<file path="src/rtl/timer_run_ctrl.sv">
// -----------------------------------------------------------------------------
// timer_run_ctrl
// Run/pause/clear sequencer and 1 Hz tick generator for the minute:second
// timer path. Owns the clock prescaler and counts seconds/minutes up to a
// minute limit that is latched when a run starts.
//
// Optional feature macro: TIMER_AUTORELOAD_EN
//   defined   - a completed run restarts from 0:00 without leaving RUN,
//               done pulses for one cycle, and reload_cnt counts
//               completions (saturating at 255).
//   undefined - a completed run parks in DONE with done held high until
//               clear or reset; reload_cnt does not exist.
//
// Ports
//   clk        in   1      system clock, all logic on posedge
//   rst        in   1      synchronous reset, active-low
//   start      in   1      level command: begin or resume counting
//   stop       in   1      level command: pause counting
//   clear      in   1      level command: abort to idle, counters zeroed
//   limit_min  in   MIN_W  run length in minutes, sampled on IDLE->RUN only
//   sec_tick   out  1      one-cycle pulse per counted second
//   sec_cnt    out  6      seconds 0..59
//   min_cnt    out  MIN_W  completed minutes
//   running    out  1      state is RUN
//   paused     out  1      state is PAUSE
//   done       out  1      completion flag
//   reload_cnt out  8      completions so far (TIMER_AUTORELOAD_EN only)
// -----------------------------------------------------------------------------
module timer_run_ctrl #(
    parameter int unsigned TICKS_PER_SEC = 32'd125000000,
    parameter int unsigned MIN_W         = 32'd4
) (
    input  logic             clk,
    input  logic             rst,
    input  logic             start,
    input  logic             stop,
    input  logic             clear,
    input  logic [MIN_W-1:0] limit_min,
    output logic             sec_tick,
    output logic [5:0]       sec_cnt,
    output logic [MIN_W-1:0] min_cnt,
    output logic             running,
    output logic             paused,
    output logic             done
`ifdef TIMER_AUTORELOAD_EN
    ,
    output logic [7:0]       reload_cnt
`endif
);

    localparam int unsigned   PW         = (TICKS_PER_SEC > 32'd2) ? $clog2(TICKS_PER_SEC) : 32'd1;
    localparam logic [PW-1:0] PRESC_LAST = PW'(TICKS_PER_SEC - 32'd1);

    typedef enum logic [1:0] {
        ST_IDLE  = 2'd0,
        ST_RUN   = 2'd1,
        ST_PAUSE = 2'd2,
        ST_DONE  = 2'd3
    } state_t;

    state_t           state_q,    state_d;
    logic [PW-1:0]    presc_q,    presc_d;
    logic             sec_tick_q, sec_tick_d;
    logic [5:0]       sec_q,      sec_d;
    logic [MIN_W-1:0] min_q,      min_d;
    logic [MIN_W-1:0] limit_q,    limit_d;
    logic             done_q,     done_d;
    logic [MIN_W-1:0] min_inc;
`ifdef TIMER_AUTORELOAD_EN
    logic [7:0]       reload_q,   reload_d;
`endif

    assign min_inc = min_q + MIN_W'(1);

    // Next-state, prescaler and counter update; clear outranks stop outranks start.
    always_comb begin
        state_d    = state_q;
        presc_d    = presc_q;
        sec_tick_d = 1'b0;
        sec_d      = sec_q;
        min_d      = min_q;
        limit_d    = limit_q;
`ifdef TIMER_AUTORELOAD_EN
        done_d     = 1'b0;
        reload_d   = reload_q;
`else
        done_d     = done_q;
`endif
        if (clear) begin
            state_d  = ST_IDLE;
            presc_d  = '0;
            sec_d    = 6'd0;
            min_d    = '0;
            done_d   = 1'b0;
`ifdef TIMER_AUTORELOAD_EN
            reload_d = 8'd0;
`endif
        end else begin
            case (state_q)
                ST_IDLE: begin
                    // A zero limit would complete instantly, so it never starts a run.
                    if (start && !stop && (limit_min != '0)) begin
                        state_d = ST_RUN;
                        limit_d = limit_min;
                    end else begin
                        state_d = ST_IDLE;
                    end
                end
                ST_RUN: begin
                    // stop freezes the prescaler, even on its terminal count.
                    if (stop) begin
                        state_d = ST_PAUSE;
                    end else if (presc_q == PRESC_LAST) begin
                        presc_d    = '0;
                        sec_tick_d = 1'b1;
                        if (sec_q == 6'd59) begin
                            sec_d = 6'd0;
                            min_d = min_inc;
                            if (min_inc == limit_q) begin
                                done_d = 1'b1;
`ifdef TIMER_AUTORELOAD_EN
                                min_d    = '0;
                                reload_d = (reload_q == 8'hFF) ? reload_q : reload_q + 8'd1;
`else
                                state_d  = ST_DONE;
`endif
                            end else begin
                                state_d = ST_RUN;
                            end
                        end else begin
                            sec_d = sec_q + 6'd1;
                        end
                    end else begin
                        presc_d = presc_q + PW'(1);
                    end
                end
                ST_PAUSE: begin
                    if (start && !stop) begin
                        state_d = ST_RUN;
                    end else begin
                        state_d = ST_PAUSE;
                    end
                end
                ST_DONE: begin
                    state_d = ST_DONE;
                end
                default: begin
                    state_d = ST_IDLE;
                end
            endcase
        end
    end

    // State and datapath registers with synchronous active-low reset.
    always_ff @(posedge clk) begin
        if (!rst) begin
            state_q    <= ST_IDLE;
            presc_q    <= '0;
            sec_tick_q <= 1'b0;
            sec_q      <= 6'd0;
            min_q      <= '0;
            limit_q    <= '0;
            done_q     <= 1'b0;
`ifdef TIMER_AUTORELOAD_EN
            reload_q   <= 8'd0;
`endif
        end else begin
            state_q    <= state_d;
            presc_q    <= presc_d;
            sec_tick_q <= sec_tick_d;
            sec_q      <= sec_d;
            min_q      <= min_d;
            limit_q    <= limit_d;
            done_q     <= done_d;
`ifdef TIMER_AUTORELOAD_EN
            reload_q   <= reload_d;
`endif
        end
    end

    assign sec_tick = sec_tick_q;
    assign sec_cnt  = sec_q;
    assign min_cnt  = min_q;
    assign running  = (state_q == ST_RUN);
    assign paused   = (state_q == ST_PAUSE);
    assign done     = done_q;
`ifdef TIMER_AUTORELOAD_EN
    assign reload_cnt = reload_q;
`endif

endmodule

</file>
<file path="config.mk">
export PLATFORM = sky130hd
export DESIGN_NAME = timer_run_ctrl
export DESIGN_NICKNAME = d
export VERILOG_FILES = /design/src/rtl/timer_run_ctrl.sv
export SDC_FILE = /design/constraint.sdc
export NUM_CORES = 1
export LEC_CHECK = 0
export ABC_AREA = 0
export ABC_CLOCK_PERIOD_IN_PS = 3990
export CAP_MARGIN = 5
export CORE_UTILIZATION = 40
export CTS_CLUSTER_DIAMETER = 200
export DETAILED_ROUTE_END_ITERATION = 7
export MAX_ROUTING_LAYER = met4
export PLACE_DENSITY = 0.7
export SLEW_MARGIN = 20
export SYNTH_ARGS = -nofsm -noshare
export SYNTH_HDL_FRONTEND = slang
export SYNTH_SLANG_ARGS = --single-unit
</file>
<file path="constraint.sdc">
create_clock -name clk -period 3.99 [get_ports clk]
set_clock_uncertainty 0.05 [all_clocks]
set_input_delay 1.197 -clock clk [delete_from_list [all_inputs] [get_ports clk]]
set_output_delay 1.197 -clock clk [all_outputs]
set_load 0.01 [all_outputs]
</file>
# Yosys cells after proc, flatten, opt, wreduce, memory -nomap -nowiden
# Index checks and enable logic that the tools add are counted.
[word_totals] ff_bits=45 in_bits=9 output_inout_bits=14
[op_classes] add_sub_neg=3 eq_ne=8 muxes=10 bitwise=4 reduce_logical=13
[op_table] op="$add 27x1->27 const B" n=1
[op_table] op="$eq 27x27->1 const B" n=1
[op_table] op="$mux 27" n=1
[op_table] op="$mux 2" n=5
[op_table] op="$pmux 2 s4" n=1
[op_table] op="$add 6x1->6 const B" n=1
[op_table] op="$eq 6x6->1 const B" n=1
[op_table] op="$mux 6" n=1
[op_table] op="$ne 3x2->1 const B" n=2
[op_table] op="$reduce_and 3->1" n=2
[op_table] op="$reduce_and 5->1" n=1
[op_table] op="$add 4x1->4 const B" n=1
[op_table] op="$eq 2x2->1 const B" n=2
[op_table] op="$eq 4x4->1" n=1
[op_table] op="$not 1->1" n=4
[op_table] op="$reduce_and 2->1" n=2
[op_table] op="$reduce_and 4->1" n=1
[op_table] op="$reduce_bool 4->1" n=1
[op_table] op="$reduce_or 4->1" n=1
[op_table] op="$eq 2x1->1 const B" n=1
[op_table] op="$logic_and 1x1->1" n=2
[op_table] op="$logic_not 2->1" n=1
[op_table] op="$mux 1" n=2
[op_table] op="$reduce_or 2->1" n=1
[op_table] op="$logic_not 1->1" n=1

# Longest topological paths before layout
[logic_depth] ltp_word=7 ltp_mapped=7

# Least setup slack after synthesis
# No wires, ideal clock.
[synth_timing] kind="input to register" startpoint="in stop" endpoint="reg done_q (netlist: done)" setup_ps=70 t_arrival_ps=2856 required_ps=3870 setup_slack_ps=1014 stages=5 path_buffers=1 path_cell_list="or3b_4 > or4_4 > buf_6 > or4_1 > o2bb2ai_1"
[synth_via] elab_chain_len=2
[synth_rtl] item="from (decl)" line="36" source="input logic stop,"
[synth_rtl] item="$not 1->1 (no source line)"
[synth_rtl] item="$reduce_and 5->1 (no source line)"
[synth_rtl] item="to (signal assigned)" line="174" source="done_q <= done_d;"
[synth_rtl] item="to (decl)" line="67" source="logic done_q, done_d;"
# No other way between the ends.
# A chain may end at the register's enable or synchronous reset.

# Worst setup path in the final report
[layout_timing] startpoint="in stop" endpoint="reg presc_q[19]"
[layout_via] elab_chain_len=2
[layout_rtl] item="$not 1->1 (no source line)"
[layout_rtl] item="$reduce_and 2->1 (no source line)"
[layout_rtl] item="to (signal assigned)" line="169" source="presc_q <= presc_d;"
[layout_rtl] item="to (decl)" line="62" source="logic [PW-1:0] presc_q, presc_d;"
# No other way between the ends.

==> results.yml <==
cts:
  hold_buffers: 0
  cts_max_path_buffers: 2
  clkTransAtPathRegs_ps: 80
  clk_latency_ps: 300
  cts_tree: "yes"
  cts.sinks: 45
  cts_htree_levels: 2
  post-cts-setup-buffers: 0
  ctsResizeCount: 0
  cts_buffers: 5
  root_buffer: "clkbuf_8"
critical_path:
  path_class: "in -> reg"
  critPathBufInv: 1
  arrival_ps: 3550
  path_common_cell: "or4_1"
  crit_required_ps: 4170
  critPathSlowestCell: "or4_1"
  max_stage_delay_ps: 730
  cp-end-kind: "register"
  worstPathCellList: "clkdlybuf4s50_1 > or3b_4 > or4_1 > or4_1 > a21oi_1"
  start_kind: "input port"
  crit_fanout: 15
  path_delay_family: "simple AND/OR/NAND/NOR gates"
yosys:
  yosys_warnings: 0
  synth_top_family_by_area: "simple AND/OR/NAND/NOR gates"
  seq_area_frac_synth_pct: 38.65
  synthesis.nets: 285
  ys_seq_elements: 45
  async_flop_share_pct: 0
  synth-compound-area-share_pct: 16.26
  syn_area_per_cell_um2: 8.538
  yosys.area_share.simple_pct: 32.80
  syn_inst: 273
  yosysUniqueCellTypes: 48
  ys.flop_type: "dfxtp_1"
  syn-cell-area_um2: 2331
  synth-adder-area-share_pct: 1.610
  synth_edf_count: 0
  synth_xor_area_share_pct: 6.227
  synth.area.mux_share_pct: 1.288
global_routing:
  grt_pass1_wl_um: 8618
  grt_util_all_layers_pct: 17.97
  grt_busiest_layer: "met2"
  grtUsageMet1_pct: 24.02
  grt_pass1_vias: 1855
  grt_overflow_total: 0
  met2_usage_pct: 27.63
  met3_usage_pct: 3.605
  grt_max_degree: 27
  antenna_found_initial: 0
final_layout:
  syn2layout_area_growth_pct: 15.78
  drive_gt1_share_pct: 6.803
  final_nets: 306
  final_cell_mix: "dfxtp_1 (45), nand2_1 (25), clkdlybuf4s50_1 (22)"
  multi_input_area_um2: 1356
  diodes: 0
  fillers: 536
  final_common_cell: "dfxtp_1"
  regArea_um2: 900.9
power:
  power_uw: 770.7
  leakagePower_nw: 0.8015
  powerDensity_nw_per_um2: 285.6
  vdd_ir_drop_max_uv: 131.5
detailed_routing:
  route.detailed.vias_per_inst: 5.721
  firstDrtPassIters: 4
  drcViolationCount: 0
  ant_nets: 0
  wl_per_cell_um: 13.76
  wl_um: 5037
  num_vias: 2094
  dr.first_iter.drc_count: 173
place:
  dpl.hpwl_um: 3585
  portBuffers: 22
  gp_congestion: 0.7758
floorplanning:
  num_rows: 27
  ioPinCount: 23
  fp.dieH_um: 78.34
  start_util_pct: 41.82
  die_w_um: 78.34
  fp.coreArea_um2: 5574
  dieArea_um2: 6136
sta:
  rsz0062_at_grt: "no"
  timing.slew.headroom_pct: 50.04
  tightestPinTransition_ps: 747.2
  min_period_ps: 3366
  fin_setup_tns_ps: 0
  finalHoldViolCount: 0
  setup_violations: 0
  period_share_pct: 84.37
  maxSlewViolCount: 0
  fmax_mhz: 297.0
run_status:
  outcome: "finished clean"
run:
  max-cap-violations: 0
hold_path:
  hp-class: "reg -> reg"
## cell families (layout without fill, tap and decap cells)
group | Yosys count | in the layout
xor gates and xnor gates | 15 | 15
adders and majority gates | 3 | 3
muxes | 3 | 3
and+or+nand+nor | 134 | 134
AOI/OAI and AO/OA | 57 | 57
DFF | 45 | 45
buffers and inverters | 16 | 37
## through the flow
stage	std cells	worst slack (ps)	hold slack, ps	utilization, %	instance area, µm²
6_report	366	623.5	433.5	48.42	2699
4_1_cts	366	640.3	435.0	48.42	2699
5_1_grt	366	481.8	456.7	48.42	2699
3_3_place_gp	359	373.4	415.1	46.80	2609
3_5_place_dp	359	340.4	422.8	46.80	2609
2_1_floorplan	273	1014	392.0	-	2331
## cell usage after synthesis (4+ instances only)
master    count  share of area, %
nand4_1      13               3.5
a21boi_0      4               1.3
a21oi_1      21               4.5
nand2b_1      4               1.1
or4_1        14               4.5
o21ai_0       8               1.7
inv_1         5              0.81
o31ai_1      11               3.5
clkbuf_1      7               1.1
xor2_1        4               1.5
nor3_1        5               1.1
nor2_1       17               2.7
nor4_1        6               1.6
nor2b_1       5               1.3
nand2_1      25               4.0
xnor2_1      10               3.8
nand3_1      18               3.9
dfxtp_1      45                39
or3_1         6               1.6
## worst reg2reg max path: stages (launching register included)
cell and delay, ps:
dfxtp_1 470, or3b_4 490, or4_1 730, or4_1 460
a21oi_1 170
## path summary, 6_finish.rpt
check             start  slack [ps]          end  cells past startpoint
max reg2reg  state_q[0]        1550  presc_q[19]                      4
min reg2reg  limit_q[2]         430   limit_q[2]                      2
min          limit_q[2]         430   limit_q[2]                      2
max                stop         620  presc_q[19]                      5
## metal layers
layer  up-vias  part of all wire (%)
met5         -                     0
met4         0                   1.0
met3         6                   3.0
met2        29                    44
met1       975                    52
li1       1084                     -
## layout make-up
class | count | share of cell area (%)
clock buffers | 6 | 3.060
clock inverters | 1 | 0.2782
inverters | 5 | 0.6954
multi-input cells | 212 | 50.25
flip-flops and latches | 45 | 33.38
well taps | 72 | 3.338
repair buffers | 25 | 8.994
## registers in the layout (all words and copies together) (netlist names)
| register | count |
|---|---|
| limit_q | 4 |
| state_q | 2 |
| min_cnt | 4 |
| sec_tick | 1 |
| presc_q | 27 |
| done | 1 |
| sec_cnt | 6 |
## power breakdown
part	leakage (nW)	switching (mW)	internal, mW	total [mW]
sequential	0.363	0.00141	0.450	0.452
combinational	0.396	0.0169	0.0146	0.0315
clock	0.0433	0.151	0.137	0.288
total	0.802	0.169	0.602	0.771
No activity file was read; power rests on OpenSTA's default activity.
